==> src/rtl/task_pkg.sv <==
// rtl/task_pkg.sv - shared opcodes, task state encodings and dispatcher FSM states
package task_pkg;

    localparam logic [3:0] OP_NOP      = 4'b0000;
    localparam logic [3:0] OP_READY    = 4'b0001;
    localparam logic [3:0] OP_SUSPEND  = 4'b0010;
    localparam logic [3:0] OP_WAIT     = 4'b0011;
    localparam logic [3:0] OP_KILL     = 4'b0100;
    localparam logic [3:0] OP_PRIO     = 4'b0101;
    localparam logic [3:0] OP_HIT      = 4'b0110;
    localparam logic [3:0] OP_EXEC     = 4'b0111;
    localparam logic [3:0] OP_KILL_ALL = 4'b1100;

    localparam logic [15:0] OP_IDLE = 16'h0000;

    typedef enum logic [1:0] {
        TS_READY      = 2'b00,
        TS_WAITING    = 2'b01,
        TS_SUSPENDED  = 2'b10,
        TS_TERMINATED = 2'b11
    } task_state_e;

    typedef enum logic [1:0] {
        ST_IDLE = 2'b00,
        ST_HOLD = 2'b01,
        ST_GAP  = 2'b10
    } disp_state_e;

    function automatic logic [15:0] make_op(input logic [11:0] cmd);
        return {4'b0000, cmd};
    endfunction

endpackage

==> src/rtl/cmd_fifo.sv <==
// rtl/cmd_fifo.sv - synchronous command queue with registered storage and full/empty flags
module cmd_fifo #(
    parameter int WIDTH = 12,
    parameter int DEPTH = 4
) (
    input  logic             clk,
    input  logic             rst,
    input  logic             push,
    input  logic [WIDTH-1:0] wr_data,
    input  logic             pop,
    output logic [WIDTH-1:0] rd_data,
    output logic             full,
    output logic             empty
);
    localparam int            AW       = (DEPTH > 1) ? $clog2(DEPTH) : 1;
    localparam logic [AW-1:0] PTR_LAST = AW'(DEPTH - 1);
    localparam logic [AW:0]   FULL_CNT = (AW + 1)'(DEPTH);

    logic [WIDTH-1:0] mem [DEPTH];
    logic [AW-1:0]    wr_ptr;
    logic [AW-1:0]    rd_ptr;
    logic [AW:0]      count;
    logic             do_push;
    logic             do_pop;

    assign full    = (count == FULL_CNT);
    assign empty   = (count == '0);
    assign do_push = push && !full;
    assign do_pop  = pop && !empty;
    assign rd_data = mem[rd_ptr];

    always_ff @(posedge clk or posedge rst) begin
        if (rst) begin
            wr_ptr <= '0;
            rd_ptr <= '0;
            count  <= '0;
        end else begin
            if (do_push) begin
                wr_ptr <= (wr_ptr == PTR_LAST) ? '0 : wr_ptr + 1'b1;
            end
            if (do_pop) begin
                rd_ptr <= (rd_ptr == PTR_LAST) ? '0 : rd_ptr + 1'b1;
            end
            if (do_push && !do_pop) begin
                count <= count + 1'b1;
            end else if (do_pop && !do_push) begin
                count <= count - 1'b1;
            end
        end
    end

    // Payload storage needs no reset; validity is tracked by the pointers.
    always_ff @(posedge clk) begin
        if (do_push) begin
            mem[wr_ptr] <= wr_data;
        end
    end

endmodule

==> src/rtl/task_dispatcher.sv <==
// rtl/task_dispatcher.sv - per-node op-word scheduler: queued host commands plus quantum-paced auto Execute
module task_dispatcher
    import task_pkg::*;
#(
    parameter int NUM_TASKS   = 4,
    parameter int FIFO_DEPTH  = 4,
    parameter int QUANTUM     = 10000,
    parameter int HOLD_CYCLES = 4,
    parameter int GAP_CYCLES  = 2
) (
    input  logic                   clk,
    input  logic                   rst,
    input  logic [8*NUM_TASKS-1:0] task_status,
    input  logic                   cmd_valid,
    output logic                   cmd_ready,
    input  logic [11:0]            cmd_data,
    input  logic                   auto_en,
    output logic [15:0]            op_word,
    output logic                   busy,
    output logic [15:0]            exec_count,
    output logic [3:0]             sel_task
);
    localparam logic [31:0] Q_LAST    = 32'(QUANTUM - 1);
    localparam logic [15:0] HOLD_LAST = 16'(HOLD_CYCLES - 1);
    localparam logic [15:0] GAP_LAST  = 16'(GAP_CYCLES - 1);

    disp_state_e state;
    disp_state_e state_next;
    logic [15:0] phase;
    logic [15:0] phase_next;
    logic [15:0] op_next;
    logic [31:0] q_cnt;
    logic        fifo_pop;
    logic        fifo_full;
    logic        fifo_empty;
    logic        auto_launch;
    logic [11:0] head;
    logic        found;
    logic [3:0]  best_prio;
    logic [3:0]  best_id;

    cmd_fifo #(.WIDTH(12), .DEPTH(FIFO_DEPTH)) u_cmd_fifo (
        .clk     (clk),
        .rst     (rst),
        .push    (cmd_valid),
        .wr_data (cmd_data),
        .pop     (fifo_pop),
        .rd_data (head),
        .full    (fifo_full),
        .empty   (fifo_empty)
    );

    assign cmd_ready = !fifo_full;
    assign busy      = (state != ST_IDLE);

    // Strictly-greater compare while scanning upward keeps the lowest index on ties.
    always_comb begin
        found     = 1'b0;
        best_prio = 4'h0;
        best_id   = 4'h0;
        for (int i = 0; i < NUM_TASKS; i++) begin
            if (task_status[8*i +: 8] != 8'h00 &&
                (!found || task_status[8*i+4 +: 4] > best_prio)) begin
                found     = 1'b1;
                best_prio = task_status[8*i+4 +: 4];
                best_id   = task_status[8*i +: 4];
            end
        end
    end

    always_comb begin
        state_next  = state;
        op_next     = op_word;
        phase_next  = phase + 16'd1;
        fifo_pop    = 1'b0;
        auto_launch = 1'b0;
        case (state)
            ST_IDLE: begin
                op_next    = OP_IDLE;
                phase_next = '0;
                if (!fifo_empty) begin
                    fifo_pop = 1'b1;
                    if (head[7:4] != OP_NOP) begin
                        op_next    = make_op(head);
                        state_next = ST_HOLD;
                    end
                end else if (auto_en && q_cnt == Q_LAST && found) begin
                    auto_launch = 1'b1;
                    op_next     = {4'b0000, best_id, OP_EXEC, 4'b0000};
                    state_next  = ST_HOLD;
                end
            end
            ST_HOLD: begin
                if (phase == HOLD_LAST) begin
                    op_next    = OP_IDLE;
                    phase_next = '0;
                    state_next = ST_GAP;
                end
            end
            ST_GAP: begin
                if (phase == GAP_LAST) begin
                    phase_next = '0;
                    state_next = ST_IDLE;
                end
            end
            default: begin
                op_next    = OP_IDLE;
                phase_next = '0;
                state_next = ST_IDLE;
            end
        endcase
    end

    always_ff @(posedge clk or posedge rst) begin
        if (rst) begin
            state      <= ST_IDLE;
            phase      <= '0;
            op_word    <= OP_IDLE;
            q_cnt      <= '0;
            exec_count <= '0;
            sel_task   <= '0;
        end else begin
            state   <= state_next;
            phase   <= phase_next;
            op_word <= op_next;
            if (auto_launch) begin
                q_cnt <= '0;
            end else if (q_cnt != Q_LAST) begin
                q_cnt <= q_cnt + 32'd1;
            end
            if (state == ST_IDLE && state_next == ST_HOLD && op_next[7:4] == OP_EXEC) begin
                exec_count <= exec_count + 16'd1;
            end
            if (auto_launch) begin
                sel_task <= best_id;
            end
        end
    end

endmodule

==> config.mk <==
export PLATFORM = sky130hd
export DESIGN_NAME = task_dispatcher
export DESIGN_NICKNAME = d
export VERILOG_FILES = /design/src/rtl/task_pkg.sv /design/src/rtl/cmd_fifo.sv /design/src/rtl/task_dispatcher.sv
export SDC_FILE = /design/constraint.sdc
export NUM_CORES = 1
export LEC_CHECK = 0
export CAP_MARGIN = 25
export CORE_ASPECT_RATIO = 1.5
export CORE_MARGIN = 2
export CORE_UTILIZATION = 50
export CTS_BUF_LIST = sky130_fd_sc_hd__clkbuf_2
export DETAILED_ROUTE_END_ITERATION = 7
export PLACE_DENSITY = 0.79
export SLEW_MARGIN = 5
export SYNTH_ARGS = -nofsm -noshare
export SYNTH_HDL_FRONTEND = slang
export SYNTH_HIERARCHICAL = 1
export SYNTH_SLANG_ARGS = --single-unit
==> constraint.sdc <==
create_clock -name clk -period 3.7 [get_ports clk]
set_clock_uncertainty 0.1 [all_clocks]
set_input_delay 0.925 -clock clk [delete_from_list [all_inputs] [get_ports clk]]
set_output_delay 0.925 -clock clk [all_outputs]
set_load 0.05 [all_outputs]
==> key figures <==
Run status
  – Result of the run: finished with violations
  – Violations in the final reports: negative setup slack

Critical path
  – Delay of the slowest critical-path stage: 0.31 ns
  – Cell depth of the worst flop-to-flop path: 9
  – Reg-to-Reg End: exec_count[14]$_DFFE_PP0P_
  – Critical path cell sequence: buf_8 -> inv_8 -> ha_4 -> or2_4 -> o311ai_4 -> o21ai_4 -> buf_6 -> a21oi_4 -> ha_4 -> nor2b_4 -> o21ai_2 -> a21oi_2 -> o21ai_4 -> nand2_1 -> o21ai_1 -> ha_1 -> nor2b_4 -> o21a_1 -> nor3_2 -> o21ai_2 -> nand2_2 -> and4_1 -> o31ai_1 -> a22o_1
  – Crit path DAT: 4.47 ns
  – Origin of the critical flop-to-flop path: u_cmd_fifo/rd_ptr[0]$_DFFE_PP0P_
  – Register-to-Register Setup Slack: slightly above 0.4 ns
  – Cell class contributing the biggest share of worst-path delay: compound AO/OA/AOI/OAI gates
  – Number of buffer and inverter instances along the worst setup path: 3
  – CP required: 4.21 ns
  – Critical path startpoint category: input pin
  – Cell with the largest stage delay on the worst path: o311ai_4
  – Largest driver fanout on the critical path: 5
  – Class of the most critical setup path: input pin to flip-flop
  – Nature of the critical path endpoint: flip-flop

Synth
  – Ys async rst share: 65.0%
  – Cell area after synthesis: roughly 6800 um^2
  – Number of cells produced by synthesis: roughly 580
  – Number of different library cells in the post-synthesis netlist: 65
  – Post-synthesis cell type with the largest combined area: dfrtp_1
  – Number of synthesized flops with an enable pin: 48
  – Portion of synthesized cell area occupied by the leading cell type: 32.8%
  – Ranking of synthesized cells by area: dfrtp_1 (33%), edfxtp_1 (21%), xnor2_1 (5.7%)
  – Synth Register Bits: 137
  – Most common flop cell mapped by yosys: dfrtp_1
  – Total number of yosys warnings: 6
  – Mean post-synth cell area: ~12 um^2
  – Sequential fraction of the synthesis area: 54.1%

Clock tree
  – Number of CTS-inserted buffers: 17
  – Clock tree from TritonCTS: yes
  – CTS sink cnt: 137
  – Buffer depth of the longest clock path: 2
  – Root Driver: clkbuf_2
  – Worst-Skew Late Latency: 0.71 ns
  – Maximum level of the CTS H-tree: 4
  – Reg clk slew, reported paths: 0.22 ns

Finish
  – Post-synthesis to final-layout area growth: 27.6%
  – Cell area after layout: 8660 um^2
  – Commonest non-fill, non-tap cell in the layout: dfrtp_1
  – Filler cell count: 1015
  – Layout Nets: 789
  – Most frequent cells in the layout: dfrtp_1 (89), clkdlybuf4s50_1 (67), buf_4 (55)
  – Number of antenna repair diodes: 0
  – Share of layout cells above drive strength 1: 23.9%
  – Final cell utilization of the core: 64.6%

Timing
  – Final worst path period share: 107%
  – Max-slew headroom at the worst pin: 44.4%
  – Setup violations, final: 8
  – Fin crit period: 3.96 ns
  – Pin slew with the least headroom to its limit: around 0.83 ns
  – Setup ws final: -0.259 ns
  – Setup TNS: -1.55 ns
  – Final hold vios: 0
  – Number of pins exceeding their max-slew limit in the final report: 0
  – Unrepaired setup endpoints after global routing: yes
  – Maximum frequency from static timing analysis: 253 MHz

Global route
  – Wire length of the first global-routing pass: 25200 um
  – Tot GR Track Use: 21.8%
  – Pin count of the biggest net entering global routing: between 50 and 60
  – Number of global-route vias before repair: 5304
  – Number of antenna violations at the first check in global routing: 0
  – Total congestion overflow after global routing: 0

Worst hold path
  – Cell depth of the worst hold path: 1
  – HP Class: flip-flop to flip-flop
  – Hold EP: q_cnt[31]$_DFFE_PP0P_
  – Hold Crit Start: q_cnt[31]$_DFFE_PP0P_

Floorplanning
  – Effective utilization at floorplan: 50.6%
  – Die Width: 99.1 um
  – Cell row count: 52
  – Num ports: 86
  – Die ar.: around 15000 um^2
  – Vert. Die Dim: 147 um
  – CORE AREA: 13400 um^2

Routing
  – Total via count in the routed design: 5030
  – Vias/cell: 5.66
  – First-iteration detailed-routing DRC count: 195
  – Post-DRT Antenna Nets: 0
  – Final routed wirelength across all metal layers: 15200 um
  – DRC: 0
  – Drt first pass iters: 4
  – Post-DR wirelength/cell: ~17 um

Place
  – Post-detailed-placement cell area: 8160 um^2
  – Placed wire-length estimate: 11500 um
  – Post-placement worst setup slack: -1.86 ns
  – Weighted congestion at the end of routability-driven global placement: 0.840
  – Number of buffers inserted by port buffering: 81

Power and ir drop
  – Sw frac: between 40% and 50%
  – Leakage power: 3.56 nW
  – Cell-internal power: 0.00306 W
  – NetSw: ~0.0021 W
  – Proportion of power drawn by flip-flops and latches: between 40% and 50%
  – Clock power frac: 16.5%
  – Pwr Total: 0.00519 W
  – Comb power frac: about two fifths
  – Power density cells: 600 nW/um^2
  – Maximum VDD drop: 0.596 mV

Flow run
  – Max Cap Viol: 0
## layout make-up
class                      count  area [um^2]  share of cell area (%)
clock inverter                15          148                    1.71
tap                          162          203                    2.34
inverter                      22         93.8                    1.08
sequential                   137         3670                    42.4
multi-input combinational    399         3210                    37.0
clock buffer                  17         85.1                   0.983
timing repair buffer         137         1250                    14.5
## repair_timing
| item | in CTS | in global routing |
|---|---|---|
| buffers inserted | 7 | 4 |
| hold buffers | 0 | 0 |
| pin swaps | 33 | 6 |
| setup endpoints to repair | 8 | 9 |
| gates resized for setup | 74 | 20 |
## Yosys cell counts (4+ instances only)
| library cell | n |
|---|---|
| dfrtp_1 | 89 |
| edfxtp_1 | 48 |
| nand2_1 | 47 |
| nor2_1 | 44 |
| xnor2_1 | 44 |
| ha_1 | 26 |
| o21ai_0 | 26 |
| inv_1 | 22 |
| a21oi_1 | 21 |
| nand3_1 | 21 |
| nand4_1 | 17 |
| xor2_1 | 17 |
| nor4_1 | 15 |
| and3_1 | 14 |
| mux4_2 | 12 |
| clkbuf_1 | 9 |
| and2_1 | 8 |
| a22oi_1 | 6 |
| nor2b_1 | 6 |
| a22o_1 | 5 |
| and4_1 | 5 |
| buf_4 | 5 |
| or3_1 | 5 |
| mux2_2 | 4 |
| nor3_1 | 4 |
## flip-flops by register name, summed over array words and instances, names as in the netlist
signal             flops
u_cmd_fifo/mem        48
q_cnt                 32
exec_count            16
phase                 16
op_word               12
sel_task               4
u_cmd_fifo/count       3
state                  2
u_cmd_fifo/rd_ptr      2
u_cmd_fifo/wr_ptr      2
## worst reg2reg max path, stage by stage (launching register included)
cell	delay (ns)
dfrtp_1	0.75
mux4_2	0.62
or3_2	0.52
o21a_1	0.23
o32ai_1	0.18
o21ai_0	0.13
and4_1	0.29
buf_12	0.19
nand4_1	0.10
xnor2_1	0.13
## per-stage QoR
| step | hold WS, ns | instances |
|---|---|---|
| floorplan | 0.347 | 578 |
| global placement | 0.363 | 847 |
| detailed placement | 0.371 | 847 |
| CTS | 0.364 | 886 |
| global route | 0.354 | 889 |
| finish | 0.390 | 889 |
## power by group through the flow
| stage | clock [W] | sequential (W) | combinational [W] |
|---|---|---|---|
| after floorplan | 0 | 0.00233 | 0.00124 |
| after global placement | 0 | 0.00218 | 0.00194 |
| after detailed placement | 0 | 0.00220 | 0.00203 |
| after CTS | 0.000885 | 0.00217 | 0.00212 |
| after global routing | 0.000948 | 0.00222 | 0.00233 |
| final | 0.000856 | 0.00217 | 0.00217 |
## routing by layer
layer	GRT usage [%]	wire, um	vias up
li1	-	-	2365
met1	24.1	5570	2497
met2	38.9	8450	122
met3	3.69	451	46
met4	12.7	777	0
met5	0	0	-
## worst max path at each step
| stage | start | cells past startpoint | slack (ns) | end |
|---|---|---|---|---|
| floorplan | task_status[14] | 23 | -1.15 | op_word[10]$_DFFE_PP0P_ |
| global placement | task_status[6] | 24 | -1.69 | op_word[10]$_DFFE_PP0P_ |
| detailed placement | task_status[6] | 24 | -1.86 | op_word[10]$_DFFE_PP0P_ |
| CTS | task_status[6] | 23 | -0.22 | op_word[11]$_DFFE_PP0P_ |
| global route | task_status[6] | 24 | -0.44 | op_word[10]$_DFFE_PP0P_ |
| finish | task_status[6] | 24 | -0.26 | op_word[10]$_DFFE_PP0P_ |
## cell families (layout without fill, tap and decap cells)
family                   count (synthesis)  count (layout)  synth area share, %
AND/OR/NAND/NOR                        206             206                 16.8
XOR/XNOR                                62              62                 8.12
adder cells (fa/ha/maj)                 27              27                 5.09
other                                    1               4               0.0553
flip-flops                             137             137                 54.1
AO/OA/AOI/OAI                           81              81                 7.62
buffers and inverters                   42             191                 3.01
multiplexers                            19              19                 5.24
Note: power is estimated with default switching activity, not from simulation.
